[src/rtl/full_subtractor_pipe_16bits.sv]
// Registered 16-bit subtractor (diff = a - b - b_in) with the borrow chain split over two
// pipeline stages and valid/ready handshakes on input and output.
module full_subtractor_pipe_16bits #(
   parameter int WIDTH = 16,
   parameter int SPLIT = 8
) (
   input  logic             clk,
   input  logic             rst_n,
   input  logic             in_valid,
   output logic             in_ready,
   input  logic [WIDTH-1:0] a,
   input  logic [WIDTH-1:0] b,
   input  logic             b_in,
   output logic             out_valid,
   input  logic             out_ready,
   output logic [WIDTH-1:0] diff,
   output logic             b_out,
   output logic             ovf
);

   localparam int HI = WIDTH - SPLIT;

   logic             r_v0;
   logic [WIDTH-1:0] r_a0;
   logic [WIDTH-1:0] r_b0;
   logic             r_bin0;

   logic             r_v1;
   logic [SPLIT-1:0] r_diffLo;
   logic             r_midBorrow;
   logic [HI-1:0]    r_aHi;
   logic [HI-1:0]    r_bHi;

   logic             r_v2;
   logic [WIDTH-1:0] r_diff;
   logic             r_bOut;
   logic             r_ovf;

   logic             w_adv0;
   logic             w_adv1;
   logic             w_adv2;
   logic [SPLIT-1:0] w_diffLo;
   logic             w_midBorrow;
   logic [HI-1:0]    w_diffHi;
   logic             w_bOut;
   logic             w_ovf;

   // A stage may take new data when it is empty or its contents move on this edge.
   assign w_adv2   = !r_v2 | out_ready;
   assign w_adv1   = !r_v1 | w_adv2;
   assign w_adv0   = !r_v0 | w_adv1;
   assign in_ready = w_adv0;

   always_comb begin : lowChain
      logic bor;
      bor      = r_bin0;
      w_diffLo = '0;
      for (int i = 0; i < SPLIT; i++) begin
         w_diffLo[i] = r_a0[i] ^ r_b0[i] ^ bor;
         bor         = (~r_a0[i] & r_b0[i]) | (~(r_a0[i] ^ r_b0[i]) & bor);
      end
      w_midBorrow = bor;
   end

   // Upper half resumes the ripple from the borrow registered out of the low half.
   always_comb begin : highChain
      logic bor;
      bor      = r_midBorrow;
      w_diffHi = '0;
      for (int i = 0; i < HI; i++) begin
         w_diffHi[i] = r_aHi[i] ^ r_bHi[i] ^ bor;
         bor         = (~r_aHi[i] & r_bHi[i]) | (~(r_aHi[i] ^ r_bHi[i]) & bor);
      end
      w_bOut = bor;
   end

   assign w_ovf = (r_aHi[HI-1] ^ r_bHi[HI-1]) & (r_aHi[HI-1] ^ w_diffHi[HI-1]);

   always_ff @(posedge clk or negedge rst_n) begin
      if (!rst_n) begin
         r_v0        <= 1'b0;
         r_a0        <= '0;
         r_b0        <= '0;
         r_bin0      <= 1'b0;
         r_v1        <= 1'b0;
         r_diffLo    <= '0;
         r_midBorrow <= 1'b0;
         r_aHi       <= '0;
         r_bHi       <= '0;
         r_v2        <= 1'b0;
         r_diff      <= '0;
         r_bOut      <= 1'b0;
         r_ovf       <= 1'b0;
      end else begin
         if (w_adv0) begin
            r_v0 <= in_valid;
            if (in_valid) begin
               r_a0   <= a;
               r_b0   <= b;
               r_bin0 <= b_in;
            end
         end
         if (w_adv1) begin
            r_v1 <= r_v0;
            if (r_v0) begin
               r_diffLo    <= w_diffLo;
               r_midBorrow <= w_midBorrow;
               r_aHi       <= r_a0[WIDTH-1:SPLIT];
               r_bHi       <= r_b0[WIDTH-1:SPLIT];
            end
         end
         if (w_adv2) begin
            r_v2 <= r_v1;
            if (r_v1) begin
               r_diff <= {w_diffHi, r_diffLo};
               r_bOut <= w_bOut;
               r_ovf  <= w_ovf;
            end
         end
      end
   end

   assign out_valid = r_v2;
   assign diff      = r_diff;
   assign b_out     = r_bOut;
   assign ovf       = r_ovf;

endmodule

[config.mk]
export PLATFORM = sky130hd
export DESIGN_NAME = full_subtractor_pipe_16bits
export DESIGN_NICKNAME = d
export VERILOG_FILES = /design/src/rtl/full_subtractor_pipe_16bits.sv
export SDC_FILE = /design/constraint.sdc
export NUM_CORES = 1
export LEC_CHECK = 0
export CORE_MARGIN = 5
export CORE_UTILIZATION = 42
export DETAILED_ROUTE_END_ITERATION = 7
export PLACE_DENSITY = 0.67
export SYNTH_ARGS = -nofsm -noshare
export SYNTH_HDL_FRONTEND = slang
export SYNTH_SLANG_ARGS = --single-unit
[constraint.sdc]
create_clock -name clk -period 6.1 [get_ports clk]
set_input_delay 0.915 -clock clk [delete_from_list [all_inputs] [get_ports clk]]
set_output_delay 0.915 -clock clk [all_outputs]
set_load 0.05 [all_outputs]
==> impl.org <==
** Critical path
- The critical path is of the reg2reg type.
- The endpoint identified for the worst register-to-register timing path is ovf.
- Worst reg2reg setup slack :: 2.08 ns
- The worst setup path is captured at a register.
- Cells along the critical path :: inv_1 -> fa_1 -> inv_1 -> fa_1 -> fa_1 -> fa_1 -> fa_1 -> fa_1 -> fa_1 -> inv_1 -> fa_1 -> xor2_1 -> nand3_1 -> o2bb2ai_1
- Cell repeated most along the worst path :: sky130_fd_sc_hd__fa_1
- Data on the critical path is required at its endpoint by 6.36 ns.
- Buf+Inv Stages, Crit Path :: 3
- Critical-path top delay cell :: sky130_fd_sc_hd__fa_1
- Total stage count of the critical path :: 14
- The worst register-to-register path begins at r_midBorrow.
- On the worst path, the slowest cell contributes a delay of 0.43 ns.
- In this design, the largest share of critical-path delay is due to adder cells.
- Data arrival at the endpoint of the critical path :: 4.29 ns
- Type of origin of the critical path :: register
- Counting cells, the worst reg-to-reg path comes to 14.
- In this run the worst setup path terminates at ovf.
- Critical path fanouts, max :: 2
- Launch point of the worst path :: r_midBorrow

** Cells and area
- The area growth from synthesis to layout is 25.2%.
- Ratio of cells with drive above 1 in the final layout :: 0.276
- The count of cells in the finished layout, fillers not included, comes to 395.
- Utilization of the core after routing :: 0.532
- The number of antenna diodes in the final layout is 0.
- Final net count :: 340

** STA
- Worst clock skew :: 0.00979 ns
- Headroom to the max-slew limit came out at 0.356.
- Dividing the final minimum period by the clock period gives 0.660.
- Count of endpoints failing setup in the final report :: 0
- Worst hold margin :: 0.502 ns
- Crit path time final :: 4.02 ns
- Transition at the pin with the smallest max-transition slack :: 0.966 ns
- The hold violation total from the final report is 0.
- Summed over all failing endpoints, the final setup total negative slack is 0 ns.
- Setup repair after global routing left no endpoint under its margin.
- Count of pins over their slew limit :: 0
- Static timing analysis puts the maximum clock frequency at 0.249 GHz.

** Floorplan
- Width of the die :: 100 um
- Cell row count :: 33
- Ports placed on the boundary :: 57
- Effective utilization at floorplan :: 0.425
- The floorplan step defined a die boundary enclosing 0.0101 mm^2.
- Die boundary height :: 100 um
- The total area inside the core boundary comes to 0.00809 mm^2.

** Worst hold path
- Worst hold path type :: reg2reg

** Synth
- By count the netlist is led by sky130_fd_sc_hd__dfrtp_1 (79), sky130_fd_sc_hd__mux2_2 (60), sky130_fd_sc_hd__inv_1 (36).
- Total nets after synthesis :: 279
- After synthesis the cells add up to 0.00344 mm^2.
- Unique cell type count in the Yosys netlist :: 17
- Ys async rst share :: 1.00
- Post-synth top area cell :: sky130_fd_sc_hd__dfrtp_1
- Ranked by total cell area, the synthesized netlist is headed by sky130_fd_sc_hd__dfrtp_1 (58%), sky130_fd_sc_hd__mux2_2 (20%), sky130_fd_sc_hd__fa_1 (9.3%), sky130_fd_sc_hd__mux2i_1 (4.1%), sky130_fd_sc_hd__inv_1 (3.9%).
- Count of synthesis-stage warnings from yosys :: 0
- Synthesis inferred 79 register bits.
- The share of synthesized area in the top cell type comes to 0.575.
- Synth Area per Inst :: 15.3 um^2
- The most used flip-flop cell after synthesis is sky130_fd_sc_hd__dfrtp_1.
- For this run, the register share of the synthesized area comes to 0.575.
- Gate Count Post-Synth :: 225
- EDFF count, synth :: 0
- Most used standard cell by instance count after synthesis :: sky130_fd_sc_hd__dfrtp_1

** Clock tree
- TritonCTS built the clock tree.
- CTS H-tree depth :: 3
- Clock tree synthesis inserted a total of 9 buffers.
- Worst-case clock buffer depth :: 2
- Root cell of the clock tree :: sky130_fd_sc_hd__clkbuf_8
- In this run, post-CTS hold repair placed 0 buffers.
- At the later pin of the worst-skew pair, clock insertion delay measures 0.33 ns.
- Post-CTS repair changed the size of 0 cells.
- Number of buffers added for setup after CTS :: 0
- Register clock-pin slew on the reported worst setup and hold paths :: 0.07 ns
- CTS saw 79 sinks.

** Route
- Number of detailed-route iterations in the first pass :: 4
- Number of routed nets with antenna violations :: 0
- Detailed-route wire length per cell :: 13.5 um
- The first routing iteration left 17 violations.
- The routed layout has 1801 vias.
- Via density :: 4.56
- Detailed-route DRC error count :: 0
- The final layout contains routed wiring with a total length of 5.34 mm.

** Global route
- Wire length of the first global-routing pass :: 9.29 mm
- All-Layer GR Usage :: 0.119
- Grt total ovfl :: 0
- The number of global-route vias before repair is 2008.
- Initial antenna violation count :: 0
- Entering global routing, the biggest net connects 80 pins.

** Pwr
- Cell Pwr Density :: 449 mW/mm^2
- Of the total power, the clock network draws 0.240.
- Max rail drop VDD :: 0.000156 V
- Switching share of power :: 0.339
- The share of total power dissipated in combinational logic is 0.363.
- The share of total power dissipated in sequential elements is 0.397.
- The design draws 1.93 mW.
- Internal power comes to 1.28 mW.
- Net switching component of the power :: 655 uW
- Summed over all cells, the static leakage comes to 1.95 nW.

** Outcome
- The run finished with clean final reports.

** Place
- The congestion estimate from routability-driven global placement came to 0.747.
- Detailed Place HPWL :: 3.83 mm
- Port buffering added 56 buffers.
- Placed cells :: 380

** Flow run
- Count of max-cap constraint violations :: 0
==> metal layers <==
layer  global-route usage  routed length (um)  share of wire  vias to the layer above
li1                     -                   -              -                      850
met1                0.150                2260           0.42                      911
met2                0.192                2780           0.52                       32
met3               0.0264                 195          0.037                        8
met4               0.0653                 102          0.019                        0
met5                    0                   0              0                        -
==> kinds of logic after synthesis <==
logic type | after synthesis | synth area share
xor+xnor | 1 | 0.00255
simple gates | 10 | 0.0229
mux | 75 | 0.241
fa+ha+maj | 17 | 0.0969
compound gates | 1 | 0.00255
buf+inv | 42 | 0.0590
flops | 79 | 0.575
==> worst reg2reg max path, stage by stage, from the launching register on <==
cell and delay [ns]:
sky130_fd_sc_hd__dfrtp_1 0.36, sky130_fd_sc_hd__inv_1 0.09, sky130_fd_sc_hd__fa_1 0.18, sky130_fd_sc_hd__inv_1 0.05, sky130_fd_sc_hd__fa_1 0.38, sky130_fd_sc_hd__fa_1 0.39
sky130_fd_sc_hd__fa_1 0.39, sky130_fd_sc_hd__fa_1 0.39, sky130_fd_sc_hd__fa_1 0.39, sky130_fd_sc_hd__fa_1 0.39, sky130_fd_sc_hd__inv_1 0.09, sky130_fd_sc_hd__fa_1 0.43
sky130_fd_sc_hd__xor2_1 0.18, sky130_fd_sc_hd__nand3_1 0.09, sky130_fd_sc_hd__o2bb2ai_1 0.14
==> cells in the final DEF, fill, tap and decap left out <==
master and instances:
sky130_fd_sc_hd__nand4b_2 1, sky130_fd_sc_hd__mux2i_1 14, sky130_fd_sc_hd__mux2_1 1, sky130_fd_sc_hd__dfrtp_1 79, sky130_fd_sc_hd__bufinv_16 3, sky130_fd_sc_hd__nand3b_1 1, sky130_fd_sc_hd__nand2b_2 1, sky130_fd_sc_hd__nand2_4 1
sky130_fd_sc_hd__nand3_1 1, sky130_fd_sc_hd__clkbuf_8 11, sky130_fd_sc_hd__nand2b_1 3, sky130_fd_sc_hd__mux2_2 60, sky130_fd_sc_hd__clkdlybuf4s50_1 55, sky130_fd_sc_hd__inv_1 36, sky130_fd_sc_hd__clkbuf_1 1, sky130_fd_sc_hd__ha_1 1
sky130_fd_sc_hd__fa_1 16, sky130_fd_sc_hd__xor2_1 1, sky130_fd_sc_hd__buf_4 1, sky130_fd_sc_hd__nand2_2 2, sky130_fd_sc_hd__o2bb2ai_1 1
==> flip-flops by register name, indices dropped and copies added (netlist names) <==
register	count
diff	16
r_midBorrow	1
ovf	1
r_v0	1
r_aHi	8
r_diffLo	8
r_a0	16
r_bHi	8
r_b0	16
b_out	1
r_bin0	1
r_v1	1
out_valid	1
==> cell type report <==
cell class                 count  area (um^2)
clock buffer                  12          155
clock inverter                 3         90.1
fill                         743         3790
inverter                      36          135
multi-input combinational    104         1260
sequential                    79         1980
tap                          105          131
timing repair buffer          56          558
==> how the worst min path moves through the flow <==
stage | start | endpoint | slack [ns] | cells after the start
final | r_diffLo[5] | diff[5] | 0.50 | 1
after global routing | r_a0[2] | r_a0[2] | 0.51 | 1
after CTS | r_diffLo[5] | diff[5] | 0.51 | 1
after detailed placement | r_b0[15] | r_bHi[7] | 0.49 | 1
after global placement | r_a0[14] | r_aHi[6] | 0.49 | 1
after floorplan | r_b0[10] | r_b0[10] | 0.46 | 1
==> power by group through the flow <==
stage	clock, mW	combinational, mW	sequential (mW)
6_report	0.464	0.702	0.766
4_1_cts	0.479	0.717	0.772
3_5_place_dp	0	0.717	0.783
3_3_place_gp	0	0.700	0.779
5_1_grt	0.503	0.765	0.789
2_1_floorplan	0	0.289	0.972
==> stage by stage <==
stage	setup slack (ns)	instance area (um^2)
floorplan	2.30	3440
global placement	2.16	4060
detailed placement	2.06	4060
CTS	2.03	4300
global route	1.89	4300
finish	2.08	4300
Power figures use the tool's default switching activity.
